===== src/rtl/bp_stream_host_endpoint.sv =====
// bp_stream_host_endpoint: turns inbound (address, data) word pairs into single-beat target requests and returns read dwords as words, low word first.
// Latency: at least 3 cycles per request (addr, data, issue); mem_data_v_i to first stream_v_o is 2 cycles when the return path is empty.
// Backpressure: words are consumed only in S_ADDR/S_DATA, reads hold at zero credits, and outbound words are held stable until stream_ready_i.
// Optional: define BP_STREAM_HOST_COUNTERS_EN to add rd_count_o, wr_count_o and err_o.

// bp_stream_host_fifo: small registered FIFO for the read-return dwords.
// Latency: a push becomes visible at the head one cycle later.
// Backpressure: none on push; the caller guarantees it never pushes when full.
module bp_stream_host_fifo #(
  parameter int width_p = 64,
  parameter int depth_p = 4
) (
  input  logic               clk_i,
  input  logic               reset_i,
  input  logic               in_vld,
  input  logic [width_p-1:0] in_dat,
  output logic               out_vld,
  output logic [width_p-1:0] out_dat,
  input  logic               out_rdy
);
  localparam int ptr_w = (depth_p > 1) ? $clog2(depth_p) : 1;
  localparam int cnt_w = $clog2(depth_p + 1);

  logic [width_p-1:0] mem_r [depth_p];
  logic [ptr_w-1:0]   wptr_r, rptr_r;
  logic [cnt_w-1:0]   cnt_r;
  logic               pop;

  assign out_vld = (cnt_r != '0);
  assign out_dat = mem_r[rptr_r];
  assign pop     = out_vld & out_rdy;

  // Storage needs no reset: only entries counted by cnt_r are ever read.
  always_ff @(posedge clk_i) begin
    if (in_vld) mem_r[wptr_r] <= in_dat;
  end

  // Pointers and occupancy.
  always_ff @(posedge clk_i or posedge reset_i) begin
    if (reset_i) begin
      wptr_r <= '0;
      rptr_r <= '0;
      cnt_r  <= '0;
    end else begin
      if (in_vld) wptr_r <= (wptr_r == ptr_w'(depth_p - 1)) ? '0 : wptr_r + 1'b1;
      if (pop)    rptr_r <= (rptr_r == ptr_w'(depth_p - 1)) ? '0 : rptr_r + 1'b1;
      case ({in_vld, pop})
        2'b10:   cnt_r <= cnt_r + 1'b1;
        2'b01:   cnt_r <= cnt_r - 1'b1;
        default: cnt_r <= cnt_r;
      endcase
    end
  end
endmodule

module bp_stream_host_endpoint #(
  parameter int stream_data_width_p = 32,
  parameter int addr_width_p        = 28,
  parameter int dword_width_p       = 64,
  parameter int rd_credits_p        = 4
) (
  input  logic                           clk_i,
  input  logic                           reset_i,
  input  logic                           stream_v_i,
  input  logic [stream_data_width_p-1:0] stream_data_i,
  output logic                           stream_yumi_o,
  output logic                           stream_v_o,
  output logic [stream_data_width_p-1:0] stream_data_o,
  input  logic                           stream_ready_i,
  output logic                           mem_v_o,
  output logic                           mem_w_o,
  output logic [addr_width_p-1:0]        mem_addr_o,
  output logic [stream_data_width_p-1:0] mem_data_o,
  input  logic                           mem_ready_i,
  input  logic                           mem_data_v_i,
  input  logic [dword_width_p-1:0]       mem_data_i
`ifdef BP_STREAM_HOST_COUNTERS_EN
  ,
  output logic [31:0]                    rd_count_o,
  output logic [31:0]                    wr_count_o,
  output logic                           err_o
`endif
);
  localparam int words_lp = dword_width_p / stream_data_width_p;
  localparam int idx_w    = (words_lp > 1) ? $clog2(words_lp) : 1;
  localparam int cr_w     = $clog2(rd_credits_p + 1);
  localparam logic [idx_w-1:0] last_idx_lp = idx_w'(words_lp - 1);

  typedef enum logic [1:0] {S_ADDR, S_DATA, S_ISSUE} state_e;

  state_e                         state_r;
  logic                           w_r;
  logic [addr_width_p-1:0]        addr_r;
  logic [stream_data_width_p-1:0] data_r;
  logic [cr_w-1:0]                credits_r;
  logic [cr_w-1:0]                rd_out_r;

  logic                           rd_issue, wr_issue, ret_accept;
  logic                           fifo_vld, piso_load, word_fire, last_fire;
  logic [dword_width_p-1:0]       fifo_dat;
  logic                           piso_vld_r;
  logic [dword_width_p-1:0]       piso_dat_r;
  logic [idx_w-1:0]               idx_r;

  // Reset gates the consume strobe so no word is taken while reset is held.
  assign stream_yumi_o = stream_v_i & ~reset_i & (state_r != S_ISSUE);
  assign mem_v_o       = (state_r == S_ISSUE) & (w_r | (credits_r != '0));
  assign mem_w_o       = w_r;
  assign mem_addr_o    = addr_r;
  assign mem_data_o    = data_r;

  assign rd_issue   = mem_v_o & mem_ready_i & ~w_r;
  assign wr_issue   = mem_v_o & mem_ready_i & w_r;
  // Data with no read outstanding is a protocol error and is dropped.
  assign ret_accept = mem_data_v_i & (rd_out_r != '0);

  // Deframing FSM: address word, data word, then hold the request until the target takes it.
  always_ff @(posedge clk_i or posedge reset_i) begin
    if (reset_i) begin
      state_r <= S_ADDR;
      w_r     <= 1'b0;
      addr_r  <= '0;
      data_r  <= '0;
    end else begin
      case (state_r)
        S_ADDR: if (stream_v_i) begin
          w_r     <= stream_data_i[stream_data_width_p-1];
          addr_r  <= stream_data_i[addr_width_p-1:0];
          state_r <= S_DATA;
        end
        S_DATA: if (stream_v_i) begin
          data_r  <= stream_data_i;
          state_r <= S_ISSUE;
        end
        S_ISSUE: if (mem_v_o && mem_ready_i) state_r <= S_ADDR;
        default: state_r <= S_ADDR;
      endcase
    end
  end

  // Credits cover a read from issue until its last word leaves the PISO.
  always_ff @(posedge clk_i or posedge reset_i) begin
    if (reset_i) credits_r <= cr_w'(rd_credits_p);
    else case ({rd_issue, last_fire})
      2'b10:   credits_r <= credits_r - 1'b1;
      2'b01:   credits_r <= credits_r + 1'b1;
      default: credits_r <= credits_r;
    endcase
  end

  // Reads issued to the target whose data has not yet come back.
  always_ff @(posedge clk_i or posedge reset_i) begin
    if (reset_i) rd_out_r <= '0;
    else case ({rd_issue, ret_accept})
      2'b10:   rd_out_r <= rd_out_r + 1'b1;
      2'b01:   rd_out_r <= rd_out_r - 1'b1;
      default: rd_out_r <= rd_out_r;
    endcase
  end

  bp_stream_host_fifo #(
    .width_p (dword_width_p),
    .depth_p (rd_credits_p)
  ) ret_fifo (
    .clk_i   (clk_i),
    .reset_i (reset_i),
    .in_vld  (ret_accept),
    .in_dat  (mem_data_i),
    .out_vld (fifo_vld),
    .out_dat (fifo_dat),
    .out_rdy (piso_load)
  );

  assign piso_load     = fifo_vld & ~piso_vld_r;
  assign word_fire     = piso_vld_r & stream_ready_i;
  assign last_fire     = word_fire & (idx_r == last_idx_lp);
  assign stream_v_o    = piso_vld_r;
  assign stream_data_o = piso_dat_r[stream_data_width_p-1:0];

  // PISO: load a dword when empty, shift one word out per accepted beat.
  always_ff @(posedge clk_i or posedge reset_i) begin
    if (reset_i) begin
      piso_vld_r <= 1'b0;
      piso_dat_r <= '0;
      idx_r      <= '0;
    end else if (piso_load) begin
      piso_vld_r <= 1'b1;
      piso_dat_r <= fifo_dat;
      idx_r      <= '0;
    end else if (word_fire) begin
      piso_dat_r <= piso_dat_r >> stream_data_width_p;
      idx_r      <= idx_r + 1'b1;
      if (last_fire) piso_vld_r <= 1'b0;
    end
  end

  // Unexpected return data and credit overflow are protocol violations.
  assert property (@(posedge clk_i) disable iff (reset_i) mem_data_v_i |-> (rd_out_r != '0));
  assert property (@(posedge clk_i) disable iff (reset_i) credits_r <= cr_w'(rd_credits_p));

`ifdef BP_STREAM_HOST_COUNTERS_EN
  // Issue counters (wrapping) and sticky error flag.
  always_ff @(posedge clk_i or posedge reset_i) begin
    if (reset_i) begin
      rd_count_o <= '0;
      wr_count_o <= '0;
      err_o      <= 1'b0;
    end else begin
      if (rd_issue) rd_count_o <= rd_count_o + 32'd1;
      if (wr_issue) wr_count_o <= wr_count_o + 32'd1;
      if (mem_data_v_i && (rd_out_r == '0)) err_o <= 1'b1;
    end
  end
`endif
endmodule

===== config.mk =====
export PLATFORM = sky130hd
export DESIGN_NAME = bp_stream_host_endpoint
export DESIGN_NICKNAME = d
export VERILOG_FILES = /design/src/rtl/bp_stream_host_endpoint.sv
export SDC_FILE = /design/constraint.sdc
export NUM_CORES = 1
export LEC_CHECK = 0
export CAP_MARGIN = 20
export CORE_UTILIZATION = 50
export DETAILED_ROUTE_END_ITERATION = 10
export PLACE_DENSITY = 0.85
export SKIP_LAST_GASP = 1
export SLEW_MARGIN = 5
export SYNTH_ARGS = -nofsm -noshare
export SYNTH_HDL_FRONTEND = slang
export SYNTH_SLANG_ARGS = --single-unit

===== constraint.sdc =====
create_clock -name clk_i -period 5 [get_ports clk_i]
set_input_delay 0.75 -clock clk_i [delete_from_list [all_inputs] [get_ports clk_i]]
set_output_delay 0.75 -clock clk_i [all_outputs]
set_load 0.1 [all_outputs]

==> results of run 1 <==
Yosys cell counts (all sizes together) (2+ instances only):
cell type / count / area [µm²]
edfxtp: 256 / 7690
dfrtp: 141 / 3530
mux2: 64 / 721
mux4: 64 / 1440
buf: 49 / 335
inv: 45 / 169
o21ai: 36 / 180
clkbuf: 33 / 124
o211ai: 32 / 240
nor2: 29 / 109
a21oi: 21 / 105
o32ai: 21 / 184
a221o: 11 / 110
a22o: 11 / 96.3
ha: 8 / 100
xor2: 6 / 52.6
and2: 5 / 31.3
xnor2: 5 / 43.8
fa: 3 / 60.1
nand2: 3 / 11.3
nand2b: 3 / 18.8
and3: 2 / 12.5
mux2i: 2 / 20.0
nor3b: 2 / 15.0
nor4: 2 / 12.5
cell families (layout without fill, tap and decap cells):
kind of cell / count (synthesis) / count (layout) / synth area share [%]
buffers and inverters: 127 / 323 / 4.06
muxes: 130 / 130 / 14.1
DFF: 398 / 398 / 72.6
and+or+nand+nor: 51 / 51 / 1.64
adders and majority gates: 11 / 11 / 1.03
xor gates and xnor gates: 11 / 11 / 0.622
other: 0 / 2 / 0
AOI/OAI and AO/OA: 133 / 133 / 5.97
area by class of cell:
class                           count  area [µm²]
Fill cell                        2123       11600
Clock inverter                     16         161
Timing Repair Buffer              205        2060
Antenna cell                        2        5.00
Clock buffer                       57        1140
Tap cell                          396         495
Inverter                           45         173
Sequential cell                   398       11300
Multi-Input combinational cell    336        3640
path summary, 6_finish.rpt:
kind                               startpoint                 end  slack, ns  cells past startpoint
min reg2reg                       rd_out_r[2]         rd_out_r[2]       0.47                      1
max                                   reset_i       stream_yumi_o       1.64                      4
min                               rd_out_r[2]         rd_out_r[2]       0.47                      1
max in group asynchronous             reset_i  ret_fifo.rptr_r[1]       3.51                      3
min in group asynchronous             reset_i      mem_addr_o[12]       0.82                      3
max reg2reg                ret_fifo.rptr_r[0]       piso_dat_r[0]       2.36                      4
routing by layer:
metal	vias up	wire length, µm	global-route usage, %
met3	58	2500	4.39
met1	4234	12700	26.8
met4	0	757	6.52
met2	319	15800	34.5
met5	-	0	0
li1	3631	-	-
metrics by stage:
step | instance area, µm² | util (%)
5_1_grt | 18900 | 62.0
2_1_floorplan | 15500 | -
3_5_place_dp | 17600 | 57.7
6_report | 18900 | 62.0
3_3_place_gp | 17600 | 57.7
4_1_cts | 18900 | 62.0
flip-flops by register name, summed over array words and instances (netlist names):
| register | count |
|---|---|
| ret_fifo.mem_r | 256 |
| idx_r | 1 |
| mem_w_o | 1 |
| credits_r | 3 |
| rd_out_r | 3 |
| ret_fifo.wptr_r | 2 |
| mem_data_o | 32 |
| stream_v_o | 1 |
| ret_fifo.rptr_r | 2 |
| ret_fifo.cnt_r | 3 |
| state_r | 2 |
| mem_addr_o | 28 |
| piso_dat_r | 64 |
==> flow_metrics.tcl, run 1 <==
set metrics [dict create \
    synthCells 861 \
    cts_tree "built" \
    finalSetupViolations 0 \
    cts-resized-gates 0 \
    clock.fmax_mhz 298 \
    slowest_stage "clkdlybuf4s50_1" \
    layout_commonest_cell "edfxtp_1" \
    dp_slack_ns 1.63 \
    antenna_found_initial 1 \
    die_width_um 178 \
    final_nets 1139 \
    min_period_ns 3.36 \
    ys_ff_latch 398 \
    cts.sinks 398 \
    crit_type "input port to output pin" \
    path_cells "clkdlybuf4s50_1 > clkinvlp_4 > and3_1 > clkdlybuf4s50_1" \
    dp.cells 1379 \
    vias_per_cell 5.66 \
    postRouteAntennaNets 0 \
    post_cts_buffers 0 \
    vias 8242 \
    rsz0062_at_grt "false" \
    synth_area_mm2 0.0155 \
    syn2layout_area_growth_pct 22.2 \
    status "complete, no violations" \
    synth_warnings 0 \
    cap_viol_max_count 0 \
    arrival_ns 2.61 \
    setup_slack_ns 1.64 \
    ys_types 36 \
    cp.buffers_inverters 3 \
    worst_slew_pin_slew_ns 1.07 \
    ctsHtreeMaxLevel 2 \
    routed_wl_um 31800 \
    clock-root-buffer "clkbuf_16" \
    hold_violations 0 \
    grt_pass1_wl_um 48400 \
    fin_skew_ns 0.0102 \
    gp_congestion 0.747 \
    overflow 0 \
    route.detailed.drc 0 \
    syn_nets 974 \
    place_hpwl_um 18500 \
    worstPathMaxFanout 2 \
    clockBufferDepth 3 \
    cts_buffers 40 \
    worstHoldPathType "flip-flop to flip-flop" \
    wl_per_cell_um 21.8 \
    dieArea_mm2 0.0317 \
    synth_area_per_cell_um2 18.0 \
    cp-start-kind "input port" \
    io_buffers 197 \
    clk_pin_slew_worst_paths_ns 0.06 \
    design.core.area_mm2 0.0305 \
    stdcell_count 1455 \
    rows 64 \
    clk_latency_ns 0.54 \
    synth-main-ff-cell "edfxtp_1" \
    tns_ns 0 \
    drive_gt1_share_pct 20.2 \
    layout_common_cells "edfxtp_1, clkdlybuf4s50_1, dfrtp_1" \
    initial_core_util_pct 50.8 \
    worstSetupEndpointType "output pin" \
    synthArstFlopShare_pct 35.7 \
    finalCritPeriodShare_pct 67.1 \
    slew_violations 0 \
    synth-edff-count 256 \
    holdWs_ns 0.474 \
    pin_count 198 \
    grt_max_degree 143 \
    die_h_um 178 \
    required_ns 4.25 \
    critPathMaxStageDelay_ns 1.12 \
    postCtsHoldBufs 0 \
    grt_pass1_vias 8619 \
    drt_iter0_markers 585 \
    relSlewSlack_pct 28.4 \
    ys_seq_area_share_pct 72.6 \
    crit_family "buffers and inverters" \
    dr.pass1.iters 5 \
    crit_top_cell "clkdlybuf4s50_1" \
    track_usage_pct 20.5 \
]
Power of run 1 is not shown: default switching activity piles up to over one toggle a cycle in this logic, so the estimate is an artifact.
==> run 2: changes to the inputs <==
- CORE_UTILIZATION: 50 -> 55
- PLACE_DENSITY: 0.85 -> 0.88
- clock period: 5 -> 3.1 ns (I/O delays scaled with it)
==> run 2 against run 1 <==
- non-clock buffer count rose by 12
- core utilization rose by 5.7 points
- cell count fell by 0.48%
- global-route usage rose by 2.8 points
- hold slack improved by 0.013 ns
- register-to-register slack got worse by 1.8 ns
- count of clock-buffer cells in the layout rose by 3
- critical path depth fell by 2
- critical endpoint is now stream_v_o
- highest routed layer is now met5
==> flow_metrics.tcl, run 2 (synthesized netlist as in run 1, its figures left out) <==
set metrics [dict create \
    status "complete, no violations" \
    route.detailed.drc 0 \
    die_h_um 170 \
    final_nets 1150 \
    cp-start-kind "flip-flop" \
    rows 61 \
    grt_pass1_wl_um 50200 \
    rrSetupSlack_ns 0.58 \
    clk_pin_slew_worst_paths_ns 0.06 \
    antenna_found_initial 4 \
    post_cts_buffers 0 \
    cts-resized-gates 0 \
    design.core.area_mm2 0.0277 \
    drive_gt1_share_pct 28.8 \
    r2r-end "ret_fifo.cnt_r[2]" \
    clockBufferDepth 3 \
    min_period_ns 2.60 \
    cap_viol_max_count 0 \
    reg2reg_from "stream_v_o" \
    ctsHtreeMaxLevel 2 \
    worstHoldStart "rd_out_r[2]" \
    stdcell_count 1448 \
    dieArea_mm2 0.0288 \
    layout_commonest_cell "edfxtp_1" \
    layout_common_cells "edfxtp_1, dfrtp_1, buf_4" \
    whs_endpoint "rd_out_r[2]" \
    worst_slew_pin_slew_ns 1.02 \
    wl_per_cell_um 22.4 \
    syn2layout_area_growth_pct 21.2 \
    crit_type "flip-flop to output pin" \
    dp_slack_ns 0.571 \
    tns_ns 0 \
    drt_iter0_markers 739 \
    worstHoldPathType "flip-flop to flip-flop" \
    reg2regPathDepth 8 \
    clk_latency_ns 0.54 \
    postCtsHoldBufs 0 \
    fin_skew_ns 0.0194 \
    finalCritPeriodShare_pct 83.9 \
    worstPathMaxFanout 32 \
    grt_pass1_vias 8894 \
    required_ns 2.63 \
    dr.pass1.iters 5 \
    fillCellCount 1746 \
    postRouteAntennaNets 0 \
    clock.fmax_mhz 384 \
    min_path_cells 1 \
    pin_count 198 \
    arrival_ns 2.14 \
    dp.cells 1374 \
    critPathMaxStageDelay_ns 0.74 \
    clock-root-buffer "clkbuf_16" \
    finalSetupViolations 0 \
    vias_per_cell 5.81 \
    setup_slack_ns 0.498 \
    rsz0062_at_grt "false" \
    cts_buffers 39 \
    slew_violations 0 \
    routed_wl_um 32500 \
    initial_core_util_pct 55.9 \
    grt_max_degree 143 \
    cts_tree "built" \
    slowest_stage "dfrtp_2" \
    crit_top_cell "buf_4" \
    vias 8417 \
    worstSetupEndpointType "output pin" \
    top_register "ret_fifo.mem_r" \
    path_cells "buf_4 > buf_4" \
    track_usage_pct 23.3 \
    place_hpwl_um 20000 \
    largest_reg_flops 256 \
    final_core_util_pct 67.7 \
    relSlewSlack_pct 32.1 \
    io_buffers 197 \
    crit_path_start "stream_v_o" \
    gp_congestion 0.762 \
    die_width_um 170 \
    overflow 0 \
    hold_violations 0 \
    cts.sinks 398 \
]
-- run 2: worst max-delay path, delay by kind of cell, from the launching register on --
family | cells | cell delay (ns)
buf+inv | 2 | 0.84
flops | 1 | 0.74
-- run 2: stage by stage --
step	hold WS [ns]	cell area, µm²
after floorplan	0.436	15500
after global placement	0.471	17500
after detailed placement	0.478	17500
after CTS	0.489	18800
after global routing	0.509	18800
final	0.487	18800
-- run 2: worst max path at each step --
stage	end	slack, ns
final	stream_v_o	0.50
after detailed placement	rd_out_r[2]	0.57
after floorplan	stream_yumi_o	-0.70
after global placement	rd_out_r[2]	0.61
after global routing	stream_v_o	0.41
after CTS	stream_v_o	0.50
-- run 2: final cells by class --
| class | count | area (µm²) | area share [%] |
|---|---|---|---|
| Timing Repair Buffer | 217 | 1980 | 10.6 |
| Clock buffer | 60 | 1100 | 5.84 |
| Inverter | 45 | 173 | 0.920 |
| Clock inverter | 12 | 144 | 0.767 |
| Antenna cell | 2 | 5.00 | 0.0267 |
| Tap cell | 378 | 473 | 2.52 |
| Sequential cell | 398 | 11200 | 59.9 |
| Multi-Input combinational cell | 336 | 3640 | 19.4 |
-- run 2: layer usage --
| metal | up-vias | GRT usage (%) | routed length, µm |
|---|---|---|---|
| met5 | - | 0 | 13 |
| met4 | 2 | 7.79 | 665 |
| met3 | 50 | 5.25 | 2580 |
| met2 | 405 | 41.3 | 17200 |
| met1 | 4295 | 28.2 | 12000 |
| li1 | 3665 | - | - |
Power of run 2 is left out for the same reason.
==> run 3: changes to the inputs <==
- CORE_UTILIZATION: 55 -> 50
- PLACE_DENSITY: 0.88 -> 0.85
- clock period: 3.1 -> 2.2 ns (I/O delays scaled with it)
==> run 3 against run 2 <==
- die area grew 9.9%
- routed wire length grew 0.10%
- count of clock-buffer cells in the layout shrank 9
- critical endpoint unchanged
- non-clock buffer count grew 16
==> flow_metrics.tcl, run 3 (synthesized netlist as in run 1, its figures left out) <==
set metrics [dict create \
    rrSetupSlack_ns 0.16 \
    cap_viol_max_count 0 \
    clk_pin_slew_worst_paths_ns 0.06 \
    clock.fmax_mhz 476 \
    place_hpwl_um 20200 \
    status "complete, no violations" \
    fin_skew_ns 0.0141 \
    clock-root-buffer "clkbuf_16" \
    vias 8545 \
    busiest_layer "met2" \
    finalSetupViolations 0 \
    die_width_um 178 \
    cts.sinks 398 \
    grt_use_met3_pct 4.99 \
    worst_slew_pin_slew_ns 0.852 \
    cts_tree "built" \
    dp_slack_ns -0.0869 \
    arrival_ns 1.77 \
    dp.cells 1406 \
    overflow 0 \
    routed_wl_um 32500 \
    whs_endpoint "mem_data_o[30]" \
    route.detailed.drc 0 \
    slew_violations 0 \
    postRouteAntennaNets 0 \
    initial_core_util_pct 50.8 \
    r2r-end "credits_r[1]" \
    clockBufferDepth 3 \
    largest_reg_flops 256 \
    layout_commonest_cell "edfxtp_1" \
    worstSetupEndpointType "output pin" \
    track_usage_pct 20.7 \
    antenna_found_initial 2 \
    rows 64 \
    final_area_mm2 0.0191 \
    pin_count 198 \
    top_register "ret_fifo.mem_r" \
    relSlewSlack_pct 43.1 \
    syn2layout_area_growth_pct 23.2 \
    io_buffers 197 \
    grt_max_degree 143 \
    vias_per_cell 5.77 \
    dieArea_mm2 0.0317 \
    use_met1_pct 26.2 \
    met2_usage_pct 34.7 \
    worstPathMaxFanout 29 \
    postCtsHoldBufs 0 \
    reg2reg_from "state_r[0]" \
    n_antenna_cell 0 \
    ctsHtreeMaxLevel 2 \
    final_core_util_pct 62.6 \
    drt_iter0_markers 640 \
    stdcell_count 1481 \
    clk_latency_ns 0.53 \
    worstHoldStart "stream_data_i[30]" \
    dr.pass1.iters 4 \
    gp_congestion 0.767 \
    place_area_mm2 0.0178 \
    cp-start-kind "flip-flop" \
    cts_buffers 40 \
    reg2regPathDepth 7 \
    drive_gt1_share_pct 31.2 \
    hold_violations 0 \
    final_nets 1167 \
    crit_type "flip-flop to output pin" \
    min_period_ns 2.10 \
    finalCritPeriodShare_pct 95.5 \
    worstHoldPathType "input port to flip-flop" \
    wl_per_cell_um 21.9 \
    die_h_um 178 \
    grt_pass1_wl_um 49300 \
    grt_pass1_vias 8823 \
    design.core.area_mm2 0.0305 \
    setup_slack_ns 0.0985 \
    layout_common_cells "edfxtp_1, dfrtp_1, buf_4" \
    rsz0062_at_grt "false" \
    min_path_cells 2 \
    required_ns 1.87 \
]
-- run 3: changes by cell type in the layout (fill, tap and decap cells not counted), sizes merged --
| cell | before | now |
|---|---|---|
| clkinvlp | 1 | 3 |
| bufinv | 3 | 2 |
| diode | 2 | 0 |
| clkinv | 8 | 15 |
| clkbuf | 60 | 52 |
| inv | 45 | 47 |
| buf | 116 | 131 |
-- run 3: area by class of cell --
cell class	instances	area (µm²)
inverter	45	173
tap	396	495
fill	2080	11400
timing repair buffer	233	2240
clock inverter	22	191
sequential	398	11300
clock buffer	51	1050
multi-input combinational	336	3680
-- run 3: timing repair --
item,4_1_cts,5_1_grt
cloned,0,0
endpoints found under the setup margin,1,3
gates resized for setup,1,6
pin swaps,0,3
setup buffers,0,1
-- run 3: routing by layer --
layer	routed length (µm)	part of all wire (%)
met2	16200	50
met5	23	0.071
met4	804	2.5
met1	12500	39
met3	2960	9.1
-- run 3: worst max-delay path by stage --
stage              startpoint             to  slack, ns  depth (start not counted)
3_3_place_gp   stream_ready_i   credits_r[2]      -0.04                          8
2_1_floorplan         reset_i  stream_yumi_o      -1.33                          2
3_5_place_dp      mem_ready_i   credits_r[1]      -0.09                          7
4_1_cts               mem_w_o    rd_out_r[2]       0.03                         10
6_report           stream_v_o     stream_v_o        0.1                          3
5_1_grt          credits_r[1]   credits_r[2]       0.02                          9
-- run 3: worst max-delay path, stage by stage (launching register included) --
cell and delay (ns):
dfrtp_2 0.39, buf_4 0.22, buf_4 0.39, buf_12 0.23
-- run 3: through the flow --
step                setup TNS, ns  hold slack (ns)
floorplan                   -3.52            0.429
global placement          -0.0438            0.457
detailed placement         -0.266            0.462
CTS                             0            0.397
global route                    0            0.396
finish                          0            0.419
Power of run 3 is left out for the same reason.
